File: src/rtl/alu_arbiter_pkg.sv
// Shared state encodings, ALU opcodes and sizing constants for the ALU sharing block.
package alu_arbiter_pkg;

  localparam logic [1:0] ARB_IDLE = 2'd0;
  localparam logic [1:0] ARB_EXEC = 2'd1;
  localparam logic [1:0] ARB_CAPT = 2'd2;

  localparam logic [2:0] ALU_NOP = 3'd0;
  localparam logic [2:0] ALU_ADD = 3'd1;
  localparam logic [2:0] ALU_SUB = 3'd2;
  localparam logic [2:0] ALU_MUL = 3'd3;

  // Wide enough for ALU_LAT up to 4.
  localparam int CNT_W = 3;

  localparam int CLOCK_PERIOD = 10;

endpackage

File: src/rtl/rr_arbiter.sv
// Round-robin winner select: search starts one past ptr and wraps.
// Latency: combinational, zero cycles.
// Backpressure: none; the caller decides when a grant is taken and advances ptr.
module rr_arbiter #(
  parameter int N = 4
) (
  input  logic [N-1:0]         req,
  input  logic [$clog2(N)-1:0] ptr,
  output logic [N-1:0]         gnt,
  output logic [$clog2(N)-1:0] idx,
  output logic                 any
);

  localparam int IDX_W = $clog2(N);

  // First pass covers cores above ptr, second pass wraps to 0..ptr.
  always_comb begin
    gnt = '0;
    idx = '0;
    any = 1'b0;
    for (int j = 0; j < N; j++) begin
      if (!any && req[j] && (IDX_W'(j) > ptr)) begin
        any    = 1'b1;
        idx    = IDX_W'(j);
        gnt[j] = 1'b1;
      end
    end
    for (int j = 0; j < N; j++) begin
      if (!any && req[j] && (IDX_W'(j) <= ptr)) begin
        any    = 1'b1;
        idx    = IDX_W'(j);
        gnt[j] = 1'b1;
      end
    end
  end

endmodule

File: src/rtl/alu_arbiter.sv
// Shares one clocked ALU between NUM_CORES cores with round-robin arbitration.
// Latency: grant one cycle after request, done ALU_LAT+1 cycles after grant.
// Backpressure: cores hold i_req until o_gnt; requests are only sampled while idle.
module alu_arbiter
  import alu_arbiter_pkg::*;
#(
  parameter int NUM_CORES = 4,
  parameter int DATA_W    = 16,
  parameter int OP_W      = 3,
  parameter int ALU_LAT   = 1
) (
  input  logic                        i_clk,
  input  logic                        i_rst,
  input  logic [NUM_CORES-1:0]        i_req,
  input  logic [NUM_CORES*DATA_W-1:0] i_in1,
  input  logic [NUM_CORES*DATA_W-1:0] i_in2,
  input  logic [NUM_CORES*OP_W-1:0]   i_op,
  output logic [NUM_CORES-1:0]        o_gnt,
  output logic [NUM_CORES-1:0]        o_done,
  output logic [DATA_W-1:0]           o_result,
  output logic                        o_z,
  output logic                        o_busy,
  output logic [DATA_W-1:0]           o_alu_in1,
  output logic [DATA_W-1:0]           o_alu_in2,
  output logic [OP_W-1:0]             o_alu_op,
  input  logic [DATA_W-1:0]           i_alu_out,
  input  logic                        i_alu_z
);

  localparam int IDX_W = $clog2(NUM_CORES);

  logic [1:0]           state;
  logic [CNT_W-1:0]     cnt;
  logic [IDX_W-1:0]     ptr;
  logic [IDX_W-1:0]     owner;

  logic [NUM_CORES-1:0] win_oh;
  logic [IDX_W-1:0]     win_idx;
  logic                 win_any;

  logic [DATA_W-1:0]    sel_in1;
  logic [DATA_W-1:0]    sel_in2;
  logic [OP_W-1:0]      sel_op;
  logic [NUM_CORES-1:0] owner_oh;

  rr_arbiter #(
    .N (NUM_CORES)
  ) u_rr (
    .req (i_req),
    .ptr (ptr),
    .gnt (win_oh),
    .idx (win_idx),
    .any (win_any)
  );

  // Operand mux for the current winner.
  always_comb begin
    sel_in1 = '0;
    sel_in2 = '0;
    sel_op  = '0;
    for (int k = 0; k < NUM_CORES; k++) begin
      if (win_idx == IDX_W'(k)) begin
        sel_in1 = i_in1[k*DATA_W +: DATA_W];
        sel_in2 = i_in2[k*DATA_W +: DATA_W];
        sel_op  = i_op[k*OP_W +: OP_W];
      end
    end
  end

  always_comb begin
    owner_oh = '0;
    for (int k = 0; k < NUM_CORES; k++) begin
      owner_oh[k] = (owner == IDX_W'(k));
    end
  end

  always_ff @(posedge i_clk) begin
    if (i_rst) begin
      state     <= ARB_IDLE;
      cnt       <= '0;
      ptr       <= IDX_W'(NUM_CORES - 1);
      owner     <= '0;
      o_gnt     <= '0;
      o_done    <= '0;
      o_result  <= '0;
      o_z       <= 1'b0;
      o_busy    <= 1'b0;
      o_alu_in1 <= '0;
      o_alu_in2 <= '0;
      o_alu_op  <= OP_W'(ALU_NOP);
    end else begin
      o_gnt  <= '0;
      o_done <= '0;
      case (state)
        ARB_IDLE: begin
          if (win_any) begin
            o_alu_in1 <= sel_in1;
            o_alu_in2 <= sel_in2;
            o_alu_op  <= sel_op;
            owner     <= win_idx;
            ptr       <= win_idx;
            o_gnt     <= win_oh;
            cnt       <= CNT_W'(ALU_LAT);
            o_busy    <= 1'b1;
            state     <= ARB_EXEC;
          end
        end
        ARB_EXEC: begin
          // ALU inputs stay untouched here so the ALU sees stable operands.
          cnt <= cnt - 1'b1;
          if (cnt == CNT_W'(1)) begin
            state <= ARB_CAPT;
          end
        end
        ARB_CAPT: begin
          o_result  <= i_alu_out;
          o_z       <= i_alu_z;
          o_done    <= owner_oh;
          o_alu_in1 <= '0;
          o_alu_in2 <= '0;
          o_alu_op  <= OP_W'(ALU_NOP);
          o_busy    <= 1'b0;
          state     <= ARB_IDLE;
        end
        default: begin
          o_busy <= 1'b0;
          state  <= ARB_IDLE;
        end
      endcase
    end
  end

endmodule

File: config.mk
export PLATFORM = sky130hd
export DESIGN_NAME = alu_arbiter
export DESIGN_NICKNAME = d
export VERILOG_FILES = /design/src/rtl/alu_arbiter_pkg.sv /design/src/rtl/rr_arbiter.sv /design/src/rtl/alu_arbiter.sv
export SDC_FILE = /design/constraint.sdc
export NUM_CORES = 1
export LEC_CHECK = 0
export CORE_MARGIN = 5
export CORE_UTILIZATION = 30
export DETAILED_ROUTE_END_ITERATION = 7
export GPL_TIMING_DRIVEN = 0
export PLACE_DENSITY = 0.64
export RECOVER_POWER = 50
export SLEW_MARGIN = 20
export SYNTH_ARGS = -nofsm -noshare
export SYNTH_HDL_FRONTEND = slang
export SYNTH_SLANG_ARGS = --single-unit
File: constraint.sdc
create_clock -name i_clk -period 1.75 [get_ports i_clk]
set_input_delay 0.175 -clock i_clk [delete_from_list [all_inputs] [get_ports i_clk]]
set_output_delay 0.175 -clock i_clk [all_outputs]
set_load 0.02 [all_outputs]
Word level (Yosys, flattened, before mapping)
Index checks and enable logic that the tools add are counted.
Operators by class
  add/sub/neg operators: 1
  $lt $le $gt $ge: 8
  eq/ne operators: 11
  muxes and demuxes: 47
  bitwise logic cells: 4
  reductions and logical operators: 34
Operators with widths (count)
  $mux W16: 10
  $pmux W16 S2: 2
  $mux W3: 6
  $mux W1: 17
  $mux W2: 8
  $logic_and A1 B1 Y1: 15
  $pmux W3 S2: 2
  $eq A2 B2 Y1 const B: 5
  $reduce_and A2 Y1: 5
  $logic_not A1 Y1: 7
  $eq A2 B1 Y1 const B: 3
  $logic_not A2 Y1: 3
  $gt A1 B2 Y1 const A: 2
  $gt A2 B2 Y1 const A: 2
  $le A1 B2 Y1 const A: 2
  $le A2 B2 Y1 const A: 2
  $not A1 Y1: 4
  $pmux W2 S2: 1
  $reduce_bool A2 Y1: 2
  $eq A3 B1 Y1 const B: 1
  $reduce_or A3 Y1: 1
  $sub A3 B1 Y3 const B: 1
  $ne A2 B1 Y1 const B: 1
  $ne A2 B2 Y1 const B: 1
  2 further kinds: 2
Word-level totals
  flip-flop bits (word level): 70
  output and inout bits: 61
  word-level logic and storage cells: 117

Depth between registers and ports, before layout
Gate-level depths: netlist of run 1.
  word-level depth: 38
  depth in mapped cells: 8
  gate-level depth less buffers: 5

By module
Synthesis of run 1 repeated with hierarchy kept, for this count alone.
Second synthesis, totals
  cells, all modules: 296
  area total of the unflattened synthesis: 3398.3 µm²
Modules (own cells, without submodules)
  alu_arbiter: instances 1, cells each 262, area an instance 3164.3 µm²
  rr_arbiter: instances 1, cells each 34, area an instance 234.0 µm²

Worst setup path before layout of run 1
Ideal clock, no wire load.
  path type: reg2reg
  from: register ptr[1]
  to: register o_alu_in1[0]
  arrival time: 1.441 ns
  required time: 1.623 ns
  slack: 0.182 ns
  stages on the path, launching flop included: 8
  buffers on the path: 3
  cells stage by stage: dfxtp_1 buf_6 inv_1 o221a_2 buf_6 buf_2 a221oi_1 a31oi_1
On the way
  longest elaborated chain between the ends: 38
  elaborated cells between the ends (all ways): 57
  those cells by class: 8 x order compare; 4 x eq/ne; 21 x mux; 24 x reduce/logical
RTL lines
  from (decl): RTL line alu_arbiter.sv:34  | logic [IDX_W-1:0] ptr;
  from (signal assigned): RTL line alu_arbiter.sv:81  | ptr <= IDX_W'(NUM_CORES - 1);
  from (signal assigned): RTL line alu_arbiter.sv:101  | ptr <= win_idx;
  $gt A1 B2 Y1: RTL line rr_arbiter.sv:22  | if (!any && req[j] && (IDX_W'(j) > ptr)) begin
  $logic_and A1 B1 Y1: RTL line rr_arbiter.sv:22
  $mux W1: RTL line rr_arbiter.sv:22
  $logic_not A1 Y1: RTL line rr_arbiter.sv:22
  $logic_and A1 B1 Y1 (2 in series): RTL line rr_arbiter.sv:22
  $mux W1: RTL line rr_arbiter.sv:22
  $logic_not A1 Y1: RTL line rr_arbiter.sv:22
  $logic_and A1 B1 Y1 (2 in series): RTL line rr_arbiter.sv:22
  [16 not listed]
  $mux W1: RTL line rr_arbiter.sv:29  | if (!any && req[j] && (IDX_W'(j) <= ptr)) begin
  $logic_not A1 Y1: RTL line rr_arbiter.sv:29
  $logic_and A1 B1 Y1 (2 in series): RTL line rr_arbiter.sv:29
  $mux W2: RTL line rr_arbiter.sv:29
  $logic_not A2 Y1: RTL line alu_arbiter.sv:62  | if (win_idx == IDX_W'(k)) begin
  $mux W16 (4 in series): RTL line alu_arbiter.sv:62
  $mux W16: RTL line alu_arbiter.sv:96  | if (win_any) begin
  $pmux W16 S2: RTL line alu_arbiter.sv:94  | case (state)
  to (signal assigned): RTL line alu_arbiter.sv:97  | o_alu_in1 <= sel_in1;
  to (decl): RTL line alu_arbiter.sv:23  | output logic [DATA_W-1:0] o_alu_in1,
Several ways; a longest one is shown, not always the timed one. The select of a mux whose other input is x is not followed.
A chain may end at the register's enable or synchronous reset.

Final worst setup path of run 1
  from: register ptr[1]
  to: register o_alu_in1[10]
The elaborated chain is that of the path after synthesis.

==> results of run 1 <==
worst register-to-register path: cells and delay by family, from the launching register on:
family / cells / cell delay (ps)
AOI/OAI and AO/OA: 3 / 790
buffers and inverters: 3 / 470
DFF: 1 / 340
layer usage:
layer	part of all wire, %	track usage (%)
met2	47	33.8
met3	10	6.39
met5	0	0
met4	2.1	7.29
met1	40	24.5
logic make-up (layout without fill, tap and decap cells):
group           after synthesis  after routing  share of synthesized area (%)
fa+ha+maj                     2              2                          0.592
simple gates                182            182                           18.5
xor+xnor                      1              1                          0.207
mux                           1              1                          0.237
compound gates              215            215                           39.0
buf+inv                      66            312                           8.33
flops                        70             70                           33.2
what timing repair did:
item,4_1_cts,5_1_grt
gates cloned,0,1
hold endpoints to repair,0,0
buffers inserted,5,7
pin swaps,4,8
resized for setup,29,65
setup endpoints to repair,32,44
power by group through the flow:
stage               logic [W]  clock network, W  registers, W
global placement      0.00213                 0       0.00188
global route          0.00257           0.00197       0.00189
floorplan             0.00101                 0       0.00205
detailed placement    0.00214                 0       0.00189
finish                0.00240           0.00187       0.00187
CTS                   0.00227           0.00190       0.00186
Yosys cell counts (2+ instances only):
master	number
buf_6	8
dfxtp_1	70
buf_4	5
buf_2	20
a31oi_1	36
a211oi_1	2
nor2b_1	2
nor3b_1	3
nor4b_1	2
inv_1	6
nor2_1	43
o311ai_0	34
o211ai_1	35
nand2b_1	4
a21oi_1	26
a21o_1	37
a221oi_1	34
ha_1	2
clkbuf_1	25
nand2_1	110
nor2_2	2
nor3_1	8
o21bai_1	2
final timing paths:
check                   to  slack [ps]
min               o_gnt[0]         210
max reg2reg  o_alu_in1[10]          20
min reg2reg   o_result[13]         450
max          o_alu_in1[10]          20
sequential cells by signal, indices dropped and copies added, names as in the netlist:
register,count
state,2
o_alu_op,3
o_done,4
ptr,2
o_gnt,4
cnt,3
o_alu_in1,16
o_z,1
o_busy,1
owner,2
o_alu_in2,16
o_result,16
through the flow:
| step | area [um2] | worst slack [ps] | instances |
|---|---|---|---|
| floorplan | 4220 | 182 | 537 |
| detailed placement | 6640 | -583 | 936 |
| CTS | 7110 | 6.86 | 957 |
| global route | 7380 | -35.2 | 963 |
| global placement | 6640 | -514 | 936 |
| finish | 7380 | 21.6 | 963 |
cells in the final DEF, fill, tap and decap left out, types with 3 or more instances in the layout:
master	synthesis	final
nor2_2	2	4
a221oi_2	1	22
clkbuf_16	0	10
a21o_1	37	37
clkdlybuf4s50_1	0	176
a221oi_4	0	4
o211ai_1	35	35
clkinv_4	0	3
clkbuf_4	0	3
buf_4	5	17
a31oi_1	36	36
nor2_1	43	41
nor3_1	8	8
nand2b_1	4	4
nand2_1	110	110
clkbuf_2	0	5
nor3b_1	3	3
dfxtp_1	70	68
buf_6	8	14
dlygate4sd3_1	0	42
o311ai_0	34	28
clkbuf_1	25	19
inv_1	6	5
a21oi_1	26	26
a221oi_1	34	9
buf_2	20	9
o311ai_1	0	5
final cells by class:
class | count | area (um2)
multi-input cells | 401 | 2700
repair buffers | 232 | 2310
plain buffers | 57 | 407
flip-flops and latches | 70 | 1410
clock inverters | 6 | 70.1
fillers | 1281 | 6450
clock buffers | 10 | 229
inverters | 7 | 30.0
well taps | 180 | 225
==> impl_metrics.tcl, run 1 <==
set metrics [dict create \
    critPathLaunch "ptr[1]" \
    rsz0062_at_grt "true" \
    layout-drive-gt1-share_pct 14.0 \
    async_flop_share_pct 0 \
    synth-seq-cells 70 \
    powerDensity_nw_per_um2 831 \
    area_growth_pct 74.8 \
    die_x_um 129 \
    finClkSkew_ps 11.9 \
    worst_pin_slew_ps 540 \
    grt_max_degree 14 \
    cts_tree "yes" \
    synth_top_area_share_pct 33.2 \
    first_pass_iters 5 \
    fmax_mhz 579 \
    path_common_cell "buf_6" \
    finalPower_w 0.00614 \
    first_iter_violations 289 \
    power_frac_seq_pct 30.4 \
    intPower_w 0.00408 \
    critPathKind "flop to flop" \
    groute.usage.overall_pct 20.2 \
    cp-start-kind "flop" \
    crit_buf_inv 3 \
    dieArea_um2 16500 \
    place_hpwl_um 13100 \
    hold_class "input port to flop" \
    die_h_um 129 \
    hold_ws_ps 208 \
    finish.utilization_pct 53.4 \
    pwr-share-clk_pct 30.5 \
    crit_slowest_cell "o221a_4" \
    outcome "finished, final reports clean" \
    drc 0 \
    relSlewSlack_pct 63.5 \
    core_area_um2 13800 \
    r2r_cells 6 \
    p_switching_w 0.00206 \
    cts-buffers-inserted 9 \
    yosysWarnings 0 \
    cts_sinks 70 \
    diodes 0 \
    fin_tns_setup_ps 0 \
    cts_hold_buffers 0 \
    grt_pass1_vias 5269 \
    drtAntennaViolNets 0 \
    synth_nets 702 \
    ys.flop_type "dfxtp_1" \
    crit_family "compound AO/OA/AOI/OAI gates" \
    io_buffers 219 \
    synth_area_leaders "dfxtp_1 33%, nand2_1 9.8%, a221oi_1 7.1%, o311ai_0 7.1%, a21o_1 6.6%" \
    p_sw_share_pct 33.6 \
    arrival_ps 1950 \
    num_rows 43 \
    antenna_found_initial 0 \
    required_ps 1970 \
    cts.root.buffer_cell "clkbuf_16" \
    min_from "i_req[0]" \
    crit_path_max_fanout 10 \
    start_util_pct 30.5 \
    reg2reg_from "ptr[1]" \
    maxCapViolCount 0 \
    synth_edf_count 0 \
    wl_per_cell_um 18.2 \
    final_max_slew_viol_count 0 \
    grt_pass1_wl_um 26900 \
    num_io_pins 224 \
    p_comb_share_pct 39.1 \
    avgSynthCellArea_um2 7.86 \
    hold_depth 3 \
    vdd_drop_max_mv 0.521 \
    final_net_count 943 \
    grt.overflow.total 0 \
    endpoint_kind "flop" \
    worstPathCellList "buf_6 > clkinvlp_4 > o221a_4 > buf_6 > a221oi_1 > a31oi_1" \
    wl_um 17600 \
    path_clk_slew_ps 70 \
    clock_path_buffers 2 \
    max_stage_delay_ps 400 \
    finalCritPeriodShare_pct 98.8 \
    synthCells 537 \
    fin_crit_ps 1730 \
    clock_latency_ps 340 \
    p_leak_nw 2.76 \
    hold_violations 0 \
    synth.largest_area_cell "dfxtp_1" \
    num_vias 5220 \
    routabilityCongestion 0.834 \
    htreeDepth 3 \
    viasPerCell 5.42 \
    syn_area_um2 4220 \
    ys_seq_area_share_pct 33.2 \
    yosysUniqueCellTypes 44 \
    setup_viol 0 \
    cp_num_cells 6 \
]
Power figures use the tool's default switching activity.
==> run 2, diff against run 1 <==
--- a/config.mk
+++ b/config.mk
@@ -8,6 +8,7 @@
 export CORE_MARGIN = 5
 export CORE_UTILIZATION = 30
 export DETAILED_ROUTE_END_ITERATION = 7
+export GPL_ROUTABILITY_DRIVEN = 0
 export GPL_TIMING_DRIVEN = 0
 export PLACE_DENSITY = 0.64
 export RECOVER_POWER = 50
==> results of run 2 <==
Same layout as run 1: the final DEF is identical, and so are final timing and power.
